[config.mk]
export PLATFORM = sky130hd
export DESIGN_NAME = vga_plot_scheduler
export DESIGN_NICKNAME = d
export VERILOG_FILES = /design/src/rtl/vga_plot_scheduler.sv
export SDC_FILE = /design/constraint.sdc
export NUM_CORES = 1
export LEC_CHECK = 0
export BUFFER_PORTS_ARGS = -buffer_cell sky130_fd_sc_hd__buf_4
export CAP_MARGIN = 0
export CELL_PAD_IN_SITES_DETAIL_PLACEMENT = 0
export CELL_PAD_IN_SITES_GLOBAL_PLACEMENT = 1
export CORE_UTILIZATION = 36
export DETAILED_ROUTE_END_ITERATION = 8
export PLACE_DENSITY = 0.89
export SKIP_LAST_GASP = 1
export SYNTH_ARGS = -nofsm -noshare
export SYNTH_HDL_FRONTEND = slang
export SYNTH_SLANG_ARGS = --single-unit
[constraint.sdc]
create_clock -name clock -period 1.9 [get_ports clock]
set_input_delay 0.19 -clock clock [delete_from_list [all_inputs] [get_ports clock]]
set_output_delay 0.19 -clock clock [all_outputs]
set_load 0.1 [all_outputs]
[src/rtl/vga_plot_scheduler.sv]
// Arbitrates two pixel requesters onto the single vga_adapter write port,
// with a full-screen clear sweep that pre-empts both requesters while active.
module vga_plot_scheduler #(
    parameter int SCREEN_W = 160,
    parameter int SCREEN_H = 120,
    parameter int X_W      = 8,
    parameter int Y_W      = 7,
    parameter int COLOUR_W = 3
) (
    input  logic                clock,
    input  logic                reset,
    input  logic                clear_start,
    input  logic [COLOUR_W-1:0] clear_colour,
    input  logic                req0,
    input  logic [X_W-1:0]      x0,
    input  logic [Y_W-1:0]      y0,
    input  logic [COLOUR_W-1:0] col0,
    output logic                ack0,
    input  logic                req1,
    input  logic [X_W-1:0]      x1,
    input  logic [Y_W-1:0]      y1,
    input  logic [COLOUR_W-1:0] col1,
    output logic                ack1,
    output logic                busy,
    output logic                clear_done,
    output logic [X_W-1:0]      vga_x,
    output logic [Y_W-1:0]      vga_y,
    output logic [COLOUR_W-1:0] vga_colour,
    output logic                vga_write
);

    localparam logic [X_W-1:0] X_LAST = X_W'(SCREEN_W - 1);
    localparam logic [Y_W-1:0] Y_LAST = Y_W'(SCREEN_H - 1);

    typedef enum logic {
        IDLE,
        CLEAR
    } state_t;

    state_t              state;
    state_t              state_next;
    logic [X_W-1:0]      cx;
    logic [Y_W-1:0]      cy;
    logic [COLOUR_W-1:0] clr_col;
    logic                last_grant;
    logic                start_clear;
    logic                sweep_end;
    logic [X_W-1:0]      sel_x;
    logic [Y_W-1:0]      sel_y;
    logic [COLOUR_W-1:0] sel_col;
    logic                in_bounds;

    always_comb begin
        state_next  = state;
        ack0        = 1'b0;
        ack1        = 1'b0;
        start_clear = 1'b0;
        sweep_end   = 1'b0;
        case (state)
            IDLE: begin
                if (clear_start) begin
                    state_next  = CLEAR;
                    start_clear = 1'b1;
                end else if (req0 && (!req1 || last_grant)) begin
                    // last_grant == 1 means port 1 won last, so port 0 wins a tie
                    ack0 = 1'b1;
                end else if (req1) begin
                    ack1 = 1'b1;
                end
            end
            CLEAR: begin
                if (cx == X_LAST && cy == Y_LAST) begin
                    state_next = IDLE;
                    sweep_end  = 1'b1;
                end
            end
            default: state_next = IDLE;
        endcase
    end

    always_comb begin
        sel_x     = ack1 ? x1 : x0;
        sel_y     = ack1 ? y1 : y0;
        sel_col   = ack1 ? col1 : col0;
        in_bounds = (sel_x <= X_LAST) && (sel_y <= Y_LAST);
    end

    always_ff @(posedge clock) begin
        if (reset) begin
            state      <= IDLE;
            cx         <= '0;
            cy         <= '0;
            clr_col    <= '0;
            last_grant <= 1'b1;
            busy       <= 1'b0;
            clear_done <= 1'b0;
            vga_x      <= '0;
            vga_y      <= '0;
            vga_colour <= '0;
            vga_write  <= 1'b0;
        end else begin
            state      <= state_next;
            busy       <= (state_next == CLEAR);
            clear_done <= sweep_end;
            vga_write  <= 1'b0;
            if (start_clear) begin
                clr_col <= clear_colour;
                cx      <= '0;
                cy      <= '0;
            end
            if (state == CLEAR) begin
                vga_x      <= cx;
                vga_y      <= cy;
                vga_colour <= clr_col;
                vga_write  <= 1'b1;
                if (cx == X_LAST) begin
                    cx <= '0;
                    cy <= (cy == Y_LAST) ? '0 : cy + 1'b1;
                end else begin
                    cx <= cx + 1'b1;
                end
            end else if (ack0 || ack1) begin
                // clipped pixels are still consumed and still advance round-robin
                vga_x      <= sel_x;
                vga_y      <= sel_y;
                vga_colour <= sel_col;
                vga_write  <= in_bounds;
                last_grant <= ack1;
            end
        end
    end

endmodule

==> Word-level counts from Yosys, hierarchy flattened <==
Cells that the tools add are included.
{ "word_totals": {"register_bits": 40, "latchBits": 0, "mem_bits_rw": 0, "mem_bits_ro": 0, "input_bits": 44, "output_inout_bits": 23, "word_cells": 57, "n_memories": 0} }
{ "classes": {"n_addsub": 2, "multipliers": 0, "div": 0, "n_lt_le_gt_ge": 2, "n_eq_ne": 2, "shifts": 0, "mux": 30, "bitwise_logic": 1, "n_reduce_logical": 10} }
{ "op_table": {"columns": ["op", "n"], "rows": [
  ["7-bit two-way mux", 7],
  ["8-bit two-way mux", 6],
  ["1-bit two-way mux", 13],
  ["3-bit two-way mux", 3],
  ["8-bit by 1-bit adder with 8-bit output (second input constant)", 1],
  ["8-bit == test (second input constant)", 1],
  ["8-bit less-or-equal comparator (second input constant)", 1],
  ["7-bit by 1-bit adder with 7-bit output (second input constant)", 1],
  ["7-bit == test (second input constant)", 1],
  ["7-bit less-or-equal comparator (second input constant)", 1],
  ["2-bit nonzero test", 2],
  ["1-bit logical AND", 3],
  ["1-bit logical OR", 2],
  ["1-bit case mux with 2 select lines", 1],
  ["2-bit AND reduction", 1],
  ["2-bit OR reduction", 1],
  ["1-bit logical NOT", 1],
  ["1-bit inverter", 1]
]} }

==> Longest topological paths before layout <==
{ "logic_depth": {"word_depth": 11, "depth_mapped": 5, "ltp_nobuf": 5} }

==> Worst setup path after synthesis <==
Ideal clock, no wire load.
{ "synth_timing": {"path_type": "reg2out", "startpoint": "reg state", "endpoint": "out ack0", "t_arrival_ns": 2.163, "required_ns": 1.710, "setup_slack_ns": -0.453, "path_stages_with_launch": 4, "path_buffers": 1, "path_cell_list": "dfxtp_1 > nor2_1 > clkbuf_1 > and3_1"} }
{ "synth_via": {"elab_chain_len": 1} }
{ "synth_lines": {"columns": ["element", "line", "source"], "rows": [
  ["start, declared", "40", "state_t state;"],
  ["start signal, assigned", "102", "state <= state_next;"],
  ["1-bit two-way mux", "59", "case (state)"],
  ["end, declared", "18", "output logic ack0,"]
]} }
No other way between the ends.

==> Final worst setup path <==
Same ends and word-level chain as after synthesis.

==> impl_metrics.toml <==
[global_route]
grt_pass1_vias = 1853
antenna_found_initial = 0
grt_max_degree = 27
gr-total-overflow = 0
grt_usage = 0.195
grt_pass1_wl_um = 9050

[sta]
min_period_ns = 1.74
grt_setup_unrepaired = "no"
slew_violations = 0
worst_slew_pin_slew_ns = 0.367
fin_tns_setup_ns = 0
relSlewSlack = 0.755
finalCritPeriodShare = 0.918
setup_viol = 0
fmax_mhz = 573
whs_ns = 0.147
fin_worst_skew_ns = 0.00599
hold_viol = 0

[logic_synthesis]
ys_types = 49
synth_area_mm2 = 0.00197
yosysSeqAreaShare = 0.407
synthFlopType = "dfxtp_1"
yosys_register_bits = 40
synth_cells = 218
synth_edf_count = 0
ys_warn_count = 0
ys_async_sr_fraction = 0
synth_nets = 264
syn_avg_cell_area_um2 = 9.03

[power_and_ir_drop]
ir_drop_mv = 0.544
p_leak_uw = 0.00109
pwr_density_cell_mw_per_mm2 = 745

[status]
status = "completed"

[die]
core_area_mm2 = 0.00517
die_h_um = 76.0
die_x_um = 76.0
fp-row-count = 26
initial_utilization = 0.381
dieArea_mm2 = 0.00577
pin_count = 67

[clocking]
cts_buffer_depth = 2
cts_hold_buf = 0
post-cts-setup-buffer-count = 0
numCtsBuffers = 5
clock_latency_ns = 0.29
cts_tree = "yes"
cts-resized-gates = 0
htreeDepth = 2
clkSlewWorstSetupHoldPaths_ns = 0.08
cts.sinks = 40
root_buffer = "clkbuf_8"

[layout]
final_cell_area_mm2 = 0.00264
diodes = 0
final_util = 0.511
area_delta_synth_final_pct = 34.2
drive_gt1_frac = 0.329
fin_nets = 329

[drt]
dr.first_iter.drc_count = 143
post_drt_wl_per_cell_um = 15.3
vias = 1994
ant_nets = 0
drcViolationCount = 0
avgViaCountPerCell = 5.65
dr.pass1.iters = 5
routed_wl_um = 5400

[worst_hold_path]
min_path_type = "input port to flip-flop"

[worst_setup_path]
worstSetupPathType = "flip-flop to primary output"
start_kind = "flip-flop"
worstPathRequired_ns = 1.71
critPathMaxFanout = 14
endpoint_kind = "primary output"
arrival_ns = 1.55

[placement]
routabilityCongestion = 0.829
dp_hpwl_um = 4120
io_buffers = 66
dpl_cell_area_mm2 = 0.00255

[run]
maxCapViolCount = 0
[registers in the layout, indices dropped and copies added (netlist names), 3 cells and up]
name / cells
clr_col: 3
vga_y: 7
vga_x: 8
cx: 8
cy: 7
vga_colour: 3
[where the power goes]
| group | switching [µW] | internal (µW) |
|---|---|---|
| logic | 309 | 160 |
| registers | 24.0 | 869 |
| clock network | 286 | 323 |
[cell usage in the layout, fill, tap and decap left out, types with 2 or more instances in the layout]
master    count
or3_1         2
o21ai_1       2
a32o_1        9
ha_1          2
nor3_1        5
mux2i_1      10
a311oi_1      2
nand2_1      16
and3_1        3
a31oi_1       2
dfxtp_1      39
a222oi_1      8
inv_1         2
buf_4        74
a211oi_1      2
nand3_1       8
o22ai_1      10
nand2b_1      5
nor2_1       18
nand4_1       4
a22oi_1      10
a21oi_1      12
o21ai_0       4
clkbuf_8      7
[cells by family (layout without fill, tap and decap cells)]
family	after synthesis	after routing	share of synthesized area
and+or+nand+nor	73	73	0.194
AOI/OAI and AO/OA	70	70	0.274
xor gates and xnor gates	2	2	0.00890
DFF	40	40	0.407
buffers and inverters	19	84	0.0419
muxes	12	12	0.0623
adders and majority gates	2	2	0.0127
[per-layer routing]
metal / vias up / GRT usage / part of all wire
li1: 973 / - / -
met1: 953 / 0.246 / 0.44
met2: 64 / 0.328 / 0.50
met3: 4 / 0.0422 / 0.055
met4: 0 / 0.0673 / 0.011
met5: - / 0 / 0
[worst max-delay path, cell delays in order, from the launching register on]
cell     delay [ns]
dfxtp_2        0.40
nor2_1         0.16
buf_4          0.22
and3_2         0.19
buf_4          0.28
[worst paths after layout]
check,depth (start not counted),start,endpoint,slack (ns)
max,4,state,ack0,0.16
min reg2reg,2,clr_col[1],clr_col[1],0.47
min,3,clear_colour[2],clr_col[2],0.15
max reg2reg,5,cx[0],cy[5],0.21
[final cells by class]
cell class,count,area [µm²]
clock buffers,7,96.3
fillers,506,2530
inverters,3,15.0
repair buffers,74,556
flip-flops and latches,40,802
well taps,70,87.6
multi-input cells,159,1090
[synth_stat cells, types with 2 or more instances]
cell      instances  area, µm²
nor3_1            5       25.0
nand3_1           8       40.0
a31oi_1           2       12.5
o21ai_1           2       10.0
buf_2             3       15.0
nand4_1           4       25.0
nand2_1          16       60.1
a211oi_1          2       15.0
a22oi_1          10       75.1
clkbuf_1         11       41.3
a21oi_1          12       60.1
nor2_1           18       67.6
a32o_1            9       90.1
inv_1             3       11.3
nand2b_1          5       31.3
o22ai_1          10       62.6
mux2i_1          10        100
or3_1             2       12.5
buf_4             2       15.0
a311oi_1          2       17.5
a222oi_1          8       80.1
and3_1            4       25.0
o21ai_0           4       20.0
ha_1              2       25.0
dfxtp_1          40        801
[per-stage QoR]
| stage | power (µW) | std cells | worst slack (ns) |
|---|---|---|---|
| 2_1_floorplan | 1220 | 218 | 0.0560 |
| 3_3_place_gp | 1380 | 346 | 0.272 |
| 3_5_place_dp | 1380 | 346 | 0.239 |
| 4_1_cts | 1990 | 353 | 0.157 |
| 5_1_grt | 2050 | 353 | 0.0307 |
| 6_report | 1970 | 353 | 0.156 |
No activity file was read; power rests on OpenSTA's default activity.
